$ cat config.mk
export PLATFORM = sky130hd
export DESIGN_NAME = prim_subreg_arb_multi
export DESIGN_NICKNAME = d
export VERILOG_FILES = /design/src/rtl/prim_subreg_pkg.sv /design/src/rtl/prim_subreg_arb.sv /design/src/rtl/prim_subreg_arb_multi.sv
export SDC_FILE = /design/constraint.sdc
export NUM_CORES = 1
export LEC_CHECK = 0
export BUFFER_PORTS_ARGS = -buffer_cell sky130_fd_sc_hd__buf_2
export CAP_MARGIN = 20
export CORE_MARGIN = 5
export CORE_UTILIZATION = 31
export DETAILED_ROUTE_END_ITERATION = 10
export HOLD_SLACK_MARGIN = 0.06
export PLACE_DENSITY = 0.66
export SLEW_MARGIN = 20
export SYNTH_ARGS = -nofsm -noshare
export SYNTH_HDL_FRONTEND = slang
export SYNTH_HIERARCHICAL = 1
export SYNTH_SLANG_ARGS = --single-unit
$ cat constraint.sdc
create_clock -name clk_i -period 2.88 [get_ports clk_i]
set_input_delay 0.576 -clock clk_i [delete_from_list [all_inputs] [get_ports clk_i]]
set_output_delay 0.576 -clock clk_i [all_outputs]
set_load 0.01 [all_outputs]
$ cat src/rtl/prim_subreg_pkg.sv
// Shared software access policy types for subregister primitives.
// Used by prim_subreg_arb and prim_subreg_arb_multi.
package prim_subreg_pkg;

    typedef enum logic [2:0] {
        SwAccessRW,
        SwAccessRO,
        SwAccessWO,
        SwAccessW1C,
        SwAccessW1S,
        SwAccessW0C,
        SwAccessRC,
        SwAccessNONE
    } sw_access_e;

    localparam int unsigned MaxNumCh = 32;

    // Every policy except read-only reports a software access on qe.
    function automatic bit sw_has_qe(sw_access_e a);
        return a != SwAccessRO;
    endfunction

    // Only plain write policies can hold a colliding HW update for later.
    function automatic bit sw_can_defer(sw_access_e a);
        return (a == SwAccessRW) || (a == SwAccessWO);
    endfunction

endpackage

$ cat src/rtl/prim_subreg_arb.sv
// Combinational SW/HW merge for a single subregister.
// Produces the write enable and next value for the selected policy.
module prim_subreg_arb
    import prim_subreg_pkg::*;
#(
    parameter int unsigned DW       = 32,
    parameter sw_access_e  SwAccess = SwAccessRW
) (
    input  logic [DW-1:0] q_i,
    input  logic          we_i,
    input  logic [DW-1:0] wd_i,
    input  logic          de_i,
    input  logic [DW-1:0] d_i,
    output logic          wr_en_o,
    output logic [DW-1:0] wr_data_o
);

    logic [DW-1:0] hw_base;
    logic [DW-1:0] sw_mask;
    logic          unused_in;

    // Some policies ignore SW or q entirely.
    assign unused_in = ^{q_i, we_i, wd_i};

    // Bit operations start from HW data if present, else current value.
    assign hw_base = de_i ? d_i : q_i;
    assign sw_mask = we_i ? wd_i : '0;

    // Per-policy merge of SW and HW contributions.
    always_comb begin
        wr_en_o   = 1'b0;
        wr_data_o = q_i;
        unique case (SwAccess)
            SwAccessRW, SwAccessWO: begin
                wr_en_o   = we_i | de_i;
                wr_data_o = we_i ? wd_i : d_i;
            end
            SwAccessW1S: begin
                wr_en_o   = we_i | de_i;
                wr_data_o = hw_base | sw_mask;
            end
            SwAccessW1C: begin
                wr_en_o   = we_i | de_i;
                wr_data_o = hw_base & ~sw_mask;
            end
            SwAccessW0C: begin
                wr_en_o   = we_i | de_i;
                wr_data_o = we_i ? (hw_base & wd_i) : hw_base;
            end
            SwAccessRC: begin
                wr_en_o   = we_i | de_i;
                wr_data_o = we_i ? '0 : hw_base;
            end
            default: begin
                wr_en_o   = de_i;
                wr_data_o = d_i;
            end
        endcase
    end

endmodule

$ cat src/rtl/prim_subreg_arb_multi.sv
// Multi-channel subregister bank with optional deferred HW updates.
// Deferral logic exists only when PRIM_SUBREG_ARB_DEFER_EN is defined.
module prim_subreg_arb_multi
    import prim_subreg_pkg::*;
#(
    parameter int unsigned   NumCh    = 4,
    parameter int unsigned   DW       = 32,
    parameter sw_access_e    SwAccess = SwAccessRW,
    parameter logic [DW-1:0] ResVal   = '0
) (
    input  logic                clk_i,
    input  logic                reset_i,
    input  logic [NumCh-1:0]    we_i,
    input  logic [NumCh*DW-1:0] wd_i,
    input  logic [NumCh-1:0]    de_i,
    input  logic [NumCh*DW-1:0] d_i,
    output logic [NumCh*DW-1:0] q_o,
    output logic [NumCh-1:0]    qe_o,
    output logic [NumCh-1:0]    pend_o,
    output logic [NumCh-1:0]    ovf_o,
    input  logic [NumCh-1:0]    ovf_clr_i
);

    localparam bit HasQe = sw_has_qe(SwAccess);

    if (NumCh < 1 || NumCh > MaxNumCh || DW < 1) begin : gen_param_err
        $fatal(1, "prim_subreg_arb_multi: NumCh must be 1..32 and DW >= 1");
    end

    for (genvar c = 0; c < NumCh; c++) begin : gen_ch
        logic [DW-1:0] wd_c;
        logic [DW-1:0] d_c;
        logic [DW-1:0] q_q;
        logic          qe_q;
        logic          wr_en;
        logic [DW-1:0] wr_data;
        logic          apply;
        logic [DW-1:0] slot;
        logic          pend;
        logic          ovf;

        assign wd_c = wd_i[c*DW +: DW];
        assign d_c  = d_i[c*DW +: DW];

        prim_subreg_arb #(
            .DW       (DW),
            .SwAccess (SwAccess)
        ) u_arb (
            .q_i       (q_q),
            .we_i      (we_i[c]),
            .wd_i      (wd_c),
            .de_i      (de_i[c]),
            .d_i       (d_c),
            .wr_en_o   (wr_en),
            .wr_data_o (wr_data)
        );

`ifdef PRIM_SUBREG_ARB_DEFER_EN
        if (sw_can_defer(SwAccess)) begin : gen_defer
            logic          pend_q;
            logic          ovf_q;
            logic [DW-1:0] slot_q;
            logic          collide;

            assign collide = we_i[c] & de_i[c];

            // Held HW data lands only on a cycle with no new writer.
            assign apply = pend_q & ~we_i[c] & ~de_i[c];
            assign slot  = slot_q;
            assign pend  = pend_q;
            assign ovf   = ovf_q;

            // Pending slot, pending flag and sticky overflow.
            always_ff @(posedge clk_i) begin
                if (reset_i) begin
                    slot_q <= '0;
                    pend_q <= 1'b0;
                    ovf_q  <= 1'b0;
                end else begin
                    if (collide) begin
                        slot_q <= d_c;
                    end
                    pend_q <= collide | (pend_q & we_i[c] & ~de_i[c]);
                    if (collide & pend_q) begin
                        ovf_q <= 1'b1;
                    end else if (ovf_clr_i[c]) begin
                        ovf_q <= 1'b0;
                    end
                end
            end
        end else begin : gen_no_defer
            logic unused_clr;
            assign unused_clr = ovf_clr_i[c];
            assign apply      = 1'b0;
            assign slot       = '0;
            assign pend       = 1'b0;
            assign ovf        = 1'b0;
        end
`else
        logic unused_clr;
        assign unused_clr = ovf_clr_i[c];
        assign apply      = 1'b0;
        assign slot       = '0;
        assign pend       = 1'b0;
        assign ovf        = 1'b0;
`endif

        // Channel value: deferred HW update first, else the merge result.
        always_ff @(posedge clk_i) begin
            if (reset_i) begin
                q_q <= ResVal;
            end else if (apply) begin
                q_q <= slot;
            end else if (wr_en) begin
                q_q <= wr_data;
            end
        end

        // One-cycle pulse following a sampled SW access.
        always_ff @(posedge clk_i) begin
            if (reset_i) begin
                qe_q <= 1'b0;
            end else begin
                qe_q <= we_i[c] & HasQe;
            end
        end

        assign q_o[c*DW +: DW] = q_q;
        assign qe_o[c]         = qe_q;
        assign pend_o[c]       = pend;
        assign ovf_o[c]        = ovf;
    end

endmodule
# After elaboration in Yosys (flattened, before gate mapping)

Cells that the tools add are included.

Memory bits (writable): 0
Memory bits (read-only): 0
Bits in registers: 132
Input port bits: 270
Logic and storage cells: 16
Bits in latches: 0
Memories: 0

Reduce and logical (&&, ||, !) cells: 0
Mux-type cells: 4
Equal/unequal tests: 0
Shift operators: 0
Magnitude comparators: 0
Bitwise operators: 4
Div/mod/pow operators: 0
Add/sub/neg operators: 0
Multiply operators: 0

Operator list:

| operator     | count |
|---|---|
| $mux W32     | 4 |
| $or A1 B1 Y1 | 4 |

# Longest topological paths before layout

Gate-level depths: netlist (run 1).

Word-level depth: 1
Depth in mapped cells: 7

# By module

The synthesis (run 1) kept the hierarchy.

Modules (own cells, without submodules):

| module                | instances | cells an instance | area each (um2) |
|---|---|---|---|
| prim_subreg_arb_multi | 1         | 436               | 4942.2 |
| prim_subreg_arb       | 4         | 37                | 546.8 |

# Least setup slack after synthesis (run 1)

No wires, ideal clock.

Path kind: input to register
Start: input port we_i[2]
End: register gen_ch[2].q_q[10]
Required time: 2752 ps
Path slack: 1230 ps
Cell stages on the path: 7
Arrival: 1522 ps
Cell sequence: buf_6 > buf_12 > or2_1 > buf_6 > buf_12 > mux2i_1 > nor2_1

Longest elaborated chain between the ends: 1
Elaborated cells on any way between the ends: 2
Those cells by class: 1 x mux; 1 x bitwise

RTL lines:

| item                 | RTL line                     | source |
|---|---|---|
| from (decl)          | prim_subreg_arb_multi.sv:13  | `input logic [NumCh-1:0] we_i,` |
| $or A1 B1 Y1         | prim_subreg_arb.sv:35        | `wr_en_o = we_i \| de_i;` |
| net gen_ch[2].wr_en  | prim_subreg_arb_multi.sv:35  | `logic wr_en;` |
| to (signal assigned) | prim_subreg_arb_multi.sv:111 | `q_q <= ResVal;` |
| to (signal assigned) | prim_subreg_arb_multi.sv:113 | `q_q <= slot;` |
| to (signal assigned) | prim_subreg_arb_multi.sv:115 | `q_q <= wr_data;` |
| to (decl)            | prim_subreg_arb_multi.sv:33  | `logic [DW-1:0] q_q;` |

The timed path passes the listed nets, and every way through them passes these cells.
A chain may end at the register's enable or synchronous reset.

# Final worst setup path (run 1)

Start: input port we_i[2]
End: register gen_ch[2].q_q[6]

The elaborated chain is that of the path after synthesis.

==> key figures, run 1 <==
Clock tree
  – Root Driver: clkbuf_16
  – Hold Buf Count CTS: 0
  – CTS max path bufs: 2
  – Post-CTS Setup Inserts: 0
  – # resized after CTS: 0
  – Clock sink count: 132
  – CTS tree: done
  – Num CTS Buffers: 17
  – Clk_lat worst skew: ~400 ps
  – Htree depth: 4
  – Clock-pin slew on the worst setup and hold paths: 60 ps

Route
  – Antenna-violating nets left: 0
  – Vias: between 5000 and 6000
  – Post-DR vias/cell: 4.31
  – First drt pass iteration count: 6
  – Iter 0 DRT Violations: 170
  – WL final: 19300 um
  – Avg WL per Cell: approximately 15 um
  – Number of remaining DRC errors: 0

Pwr
  – Pleak: between 5 and 6 nW
  – Worst VDD drop: ~340 uV
  – Pwr dens: roughly 530 nW/um2
  – Total power: 4.99 mW

Layout
  – Synthesis-to-finish area growth: 30.9%
  – Filler cells: 2203
  – Footprint of the multi-input gates: around 3700 um2
  – Non-Filler Instances: 1255
  – Highest-count cells in the layout ignoring fill and taps: buf_2 (396), dfxtp_1 (132), mux2i_1 (128), nor2_1 (128), mux2_4 (116)
  – Fin nets: 1227
  – Share of cells above drive strength 1: 58.7%
  – Design area: roughly 9300 um2
  – Register area: 2640 um2
  – Commonest non-fill, non-tap cell in the layout: buf_2
  – ANT cells: 0

Timing
  – Fmax achieved: 0.609 GHz
  – Final Skew: 0 ps
  – TNS Setup: 0 ps
  – Final hold violations: 0
  – Unrepaired setup endpoints after global routing: no
  – Period utilization: 57.0%
  – Least-Margin Pin Slew: 994 ps
  – Tmin final: 1640 ps
  – Slew Limit Fails: 0
  – Final setup violating endpoints: 0
  – Max-slew headroom: 33.8%
  – Min Hold Slack: 485 ps

Synth
  – Synth warn: 6
  – Mean Syn Cell Area: between 10 and 15 um2
  – Post-synthesis sequential area ratio: 37.1%
  – Synth unique cells: 13
  – Seq cells post-synth: about 130
  – Synth Cell Area: 7130 um2
  – Cells after Synth: 584

Placed design
  – Final HPWL DP: ~15000 um
  – Port Buffers: 397
  – Placed cell area: 8800 um2
  – Final RePlAce weighted congestion: about 0.80
  – Dpl cells: approximately 1200

Global route
  – Pin count of the biggest net entering global routing: 133
  – Vias in the first global route: 5754
  – GRT Util Overall: between 10 and 15%
  – Final global-route overflow total: 0
  – Initial antenna violation count: 0
  – First-pass GRT wire length: slightly below 30000 um

Worst setup path
  – CP Class: input pin to flop
  – Critical path endpoint category: flop
  – Worst R2R Path Depth: 2
  – Critical path arrival: 1910 ps
  – Critical Path RT: 3150 ps
  – Crit path launch type: input pin
  – Crit-path max FO: 18

Die
  – Initial Util: 31.5%
  – Std-Cell Rows: 55
  – Die H: 162 um
  – Core Box Area: 22600 um2
  – Die Area: 26100 um2
  – Chip width: 162 um
  – # IOs: 410

Flow run
  – Max-Cap Viols: 0

Min path
  – Hold crit path type: flop to flop
  – Hold Crit Depth: 2

Status
  – Status: completed
[final timing paths]
check                     from                end  slack (ps)
min          gen_ch[1].q_q[11]  gen_ch[1].q_q[11]         490
max                    we_i[2]   gen_ch[2].q_q[6]        1240
min reg2reg  gen_ch[1].q_q[11]  gen_ch[1].q_q[11]         490
max reg2reg   gen_ch[1].q_q[0]   gen_ch[1].q_q[0]        2230
[stage by stage]
stage	setup slack [ps]	utilization (%)
after detailed placement	778	38.9
after floorplan	1230	-
after global placement	814	38.9
after global routing	1140	41.2
final	1240	41.2
after CTS	1230	41.2
[state kept, by name, indices dropped and copies added (netlist names)]
signal       cells
gen_ch.q_q     128
gen_ch.qe_q      4
[worst max-delay path: stages]
cell     delay [ps]
buf_2            80
or2_2           520
buf_4           420
mux2i_1         220
nor2_1           60
[cell families after synthesis]
| group | count (synthesis) | synth area share [%] |
|---|---|---|
| buf+inv | 59 | 11.1 |
| simple gates | 136 | 7.44 |
| other cells | 1 | 0.0526 |
| mux | 256 | 44.3 |
| flops | 132 | 37.1 |
[cell type report]
class                           count  area share (%)
Clock buffer                       18            4.60
Clock inverter                     14            1.13
Multi-Input combinational cell    400            39.8
Tap cell                          285            3.82
Sequential cell                   132            28.3
Timing Repair Buffer              406            22.3
[Yosys cell counts]
master	instances	area share [%]
mux2i_1	128	18
buf_2	2	0.14
buf_4	12	1.3
conb_1	1	0.053
mux2_2	12	1.9
buf_12	24	6.7
nor2b_1	4	0.35
or2_1	4	0.35
buf_6	18	2.8
mux2_4	116	24
dfxtp_1	132	37
clkbuf_1	3	0.16
nor2_1	128	6.7
[report_power, final]
part / total [mW] / leakage, nW / switching (mW) / internal (mW)
Sequential: 2.03 / 1.10 / 0.0655 / 1.97
Combinational: 1.00 / 4.07 / 0.444 / 0.558
Clock: 1.96 / 0.249 / 0.848 / 1.11
Total: 4.99 / 5.41 / 1.36 / 3.63
[per-layer routing]
| metal | vias to the layer above | routed length, um | GRT usage (%) | share of wire (%) |
|---|---|---|---|---|
| li1 | 2718 | - | - | - |
| met1 | 2423 | 7610 | 15.7 | 39 |
| met2 | 249 | 9380 | 24.4 | 49 |
| met3 | 21 | 1950 | 5.61 | 10 |
| met4 | 0 | 371 | 4.50 | 1.9 |
| met5 | - | 0 | 0 | 0 |
No activity file was read; power rests on OpenSTA's default activity.
==> inputs of run 2 (changes only) <==
--- a/config.mk
+++ b/config.mk
@@ -11,7 +11,7 @@
 export CORE_UTILIZATION = 31
 export DETAILED_ROUTE_END_ITERATION = 10
 export HOLD_SLACK_MARGIN = 0.06
-export PLACE_DENSITY = 0.66
+export PLACE_DENSITY = 0.68
 export SLEW_MARGIN = 20
 export SYNTH_ARGS = -nofsm -noshare
 export SYNTH_HDL_FRONTEND = slang
==> constraint.sdc (replaced) <==
create_clock -name clk_i -period 1.46 [get_ports clk_i]
set_input_delay 0.292 -clock clk_i [delete_from_list [all_inputs] [get_ports clk_i]]
set_output_delay 0.292 -clock clk_i [all_outputs]
set_load 0.01 [all_outputs]
==> key figures, run 2 (same netlist as run 1, synthesis figures left out) <==
Layout
  – Fin nets: 1240 (+1.1%)
  – Highest-count cells in the layout ignoring fill and taps: buf_2 (396), dfxtp_1 (132), mux2i_1 (128), nor2_1 (128), mux2_4 (116)
  – Commonest non-fill, non-tap cell in the layout: buf_2
  – Synthesis-to-finish area growth: 34.4%
  – Filler cells: 2195 (-0.36%)
  – Max FFs per register: 128 (unchanged)
  – Footprint of the multi-input gates: 3720 um2 (unchanged)
  – Biggest regs: gen_ch.q_q (128), gen_ch.qe_q (4)
  – Non-Filler Instances: 1269 (+1.1%)
  – Most flop-heavy register: gen_ch.q_q
  – Share of cells above drive strength 1: 59.2% (+0.55 points)
  – Register area: 2640 um2 (unchanged)

Route
  – Vias: 5507 (+1.8%)
  – Iter 0 DRT Violations: 173 (+1.8%)
  – First drt pass iteration count: 4 (-2)
  – Antenna-violating nets left: 0 (unchanged)
  – Number of remaining DRC errors: 0 (unchanged)
  – WL final: 19100 um (-1.3%)
  – Post-DR vias/cell: 4.34 (+0.65%)
  – Avg WL per Cell: 15.0 um (-2.4%)

Timing
  – Slew Limit Fails: 0 (unchanged)
  – Final hold violations: 0 (unchanged)
  – Final setup violating endpoints: 0 (unchanged)
  – Period utilization: 84.6%
  – TNS Setup: 0 ps (unchanged)
  – Unrepaired setup endpoints after global routing: no
  – Tmin final: 1240 ps
  – Min Hold Slack: 240 ps (-245 ps)
  – Final Skew: 0 ps (unchanged)
  – Fmax achieved: 0.809 GHz

Worst setup path
  – Worst R2R Path Depth: 2 (unchanged)
  – Crit-path max FO: 2 (-16)
  – Worst Path Buf+Inv: 1 (-1)
  – Critical path endpoint category: output pin
  – Cell breakdown of the critical path: buf_2
  – Slowest stage delay, CP: 370 ps (-150 ps)
  – Critical path arrival: 940 ps (-970 ps)
  – CP Class: flop to output pin
  – Critical Path Slowest Stage Cell: dfxtp_1
  – R2R setup slack: 830 ps (-1400 ps)
  – Crit path launch type: flop
  – Worst r2r dst: gen_ch[2].q_q[4]
  – Critical R2R Launch: gen_ch[2].q_q[4]
  – Critical Path RT: 1170 ps (-1980 ps)
  – CP top delay family: flip-flops

Clock tree
  – Clk_lat worst skew: 400 ps (about the same)
  – Clock-pin slew on the worst setup and hold paths: 70 ps (about the same)
  – # resized after CTS: 0 (unchanged)
  – CTS tree: done
  – Post-CTS Setup Inserts: 0 (unchanged)
  – Num CTS Buffers: 17 (unchanged)
  – Clock sink count: 132 (unchanged)
  – Root Driver: clkbuf_16
  – Htree depth: 4 (unchanged)
  – Hold Buf Count CTS: 0 (unchanged)
  – CTS max path bufs: 2 (unchanged)

Die
  – Core Box Area: 22600 um2 (unchanged)
  – Die H: 162 um (unchanged)
  – Die Area: 26100 um2 (unchanged)
  – Initial Util: 31.5% (unchanged)
  – Std-Cell Rows: 55 (unchanged)
  – # IOs: 410 (unchanged)
  – Chip width: 162 um (unchanged)

Pwr
  – Pwr dens: 1060 nW/um2 (+97%)
  – Pleak: 5.54 nW (+2.3%)
  – Worst VDD drop: 574 uV (+71%)

Status
  – Status: completed

Min path
  – Hold crit path type: input pin to flop
  – Hold Crit Start: wd_i[126]
  – Hold Crit Depth: 4 (+2)
  – Worst Hold End: gen_ch[3].q_q[30]

Placed design
  – Final RePlAce weighted congestion: 0.794 (-0.20%)
  – Port Buffers: 397 (unchanged)
  – Final HPWL DP: 15100 um (+1.9%)
  – Dpl cells: 1236 (+1.1%)

Global route
  – First-pass GRT wire length: 29300 um (-0.14%)
  – Vias in the first global route: 5710 (-0.76%)
  – GRT Util Overall: 13.9% (-0.10 points)
  – Final global-route overflow total: 0 (unchanged)
  – Pin count of the biggest net entering global routing: 69 (-48%)
  – Initial antenna violation count: 1 (+1)

Flow run
  – Max-Cap Viols: 0 (unchanged)
==> run 2: changes by cell type in the layout (fill, tap and decap cells not counted) <==
cell,previous run,this run
clkinv_2,3,1
clkbuf_8,0,1
diode_2,0,1
bufinv_16,0,1
buf_4,8,12
buf_12,2,11
clkinv_4,2,3
clkinvlp_4,5,4
==> run 2: cell type report <==
cell class	instances	area share (%)
multi-input combinational	400	38.8
tap	285	3.72
timing repair buffer	419	23.9
clock inverter	13	1.32
sequential	132	27.6
clock buffer	19	4.62
antenna	1	0.0261
==> run 2: per-stage QoR <==
stage | worst slack, ps | power [mW] | utilization [%] | cell area, um2
after floorplan | 94.4 | 5.44 | - | 7160
after global placement | 52.0 | 6.10 | 39.8 | 9010
after detailed placement | 54.5 | 6.14 | 39.8 | 9010
after CTS | 186 | 10.3 | 42.3 | 9580
after global routing | 172 | 10.7 | 42.3 | 9580
final | 224 | 10.1 | 42.3 | 9580
==> run 2: layer usage <==
| metal | wire [um] | part of all wire, % | GRT usage, % |
|---|---|---|---|
| met1 | 7620 | 40 | 15.9 |
| met5 | 0 | 0 | 0 |
| met4 | 338 | 1.8 | 4.08 |
| met3 | 1670 | 8.8 | 5.10 |
| met2 | 9440 | 49 | 24.3 |
==> run 2: how the worst max path moves through the flow <==
stage	cells after the start	start	end
final	1	gen_ch[2].q_q[4]	q_o[68]
after global routing	1	gen_ch[2].q_q[4]	q_o[68]
after CTS	1	gen_ch[2].q_q[4]	q_o[68]
after detailed placement	5	we_i[0]	gen_ch[0].q_q[3]
after global placement	5	we_i[2]	gen_ch[2].q_q[29]
after floorplan	7	we_i[2]	gen_ch[2].q_q[10]
==> run 2: power by group <==
part	leakage [nW]	switching (mW)	internal, mW
clock	0.267	1.66	2.41
sequential	1.10	0.128	3.88
combinational	4.17	0.880	1.15
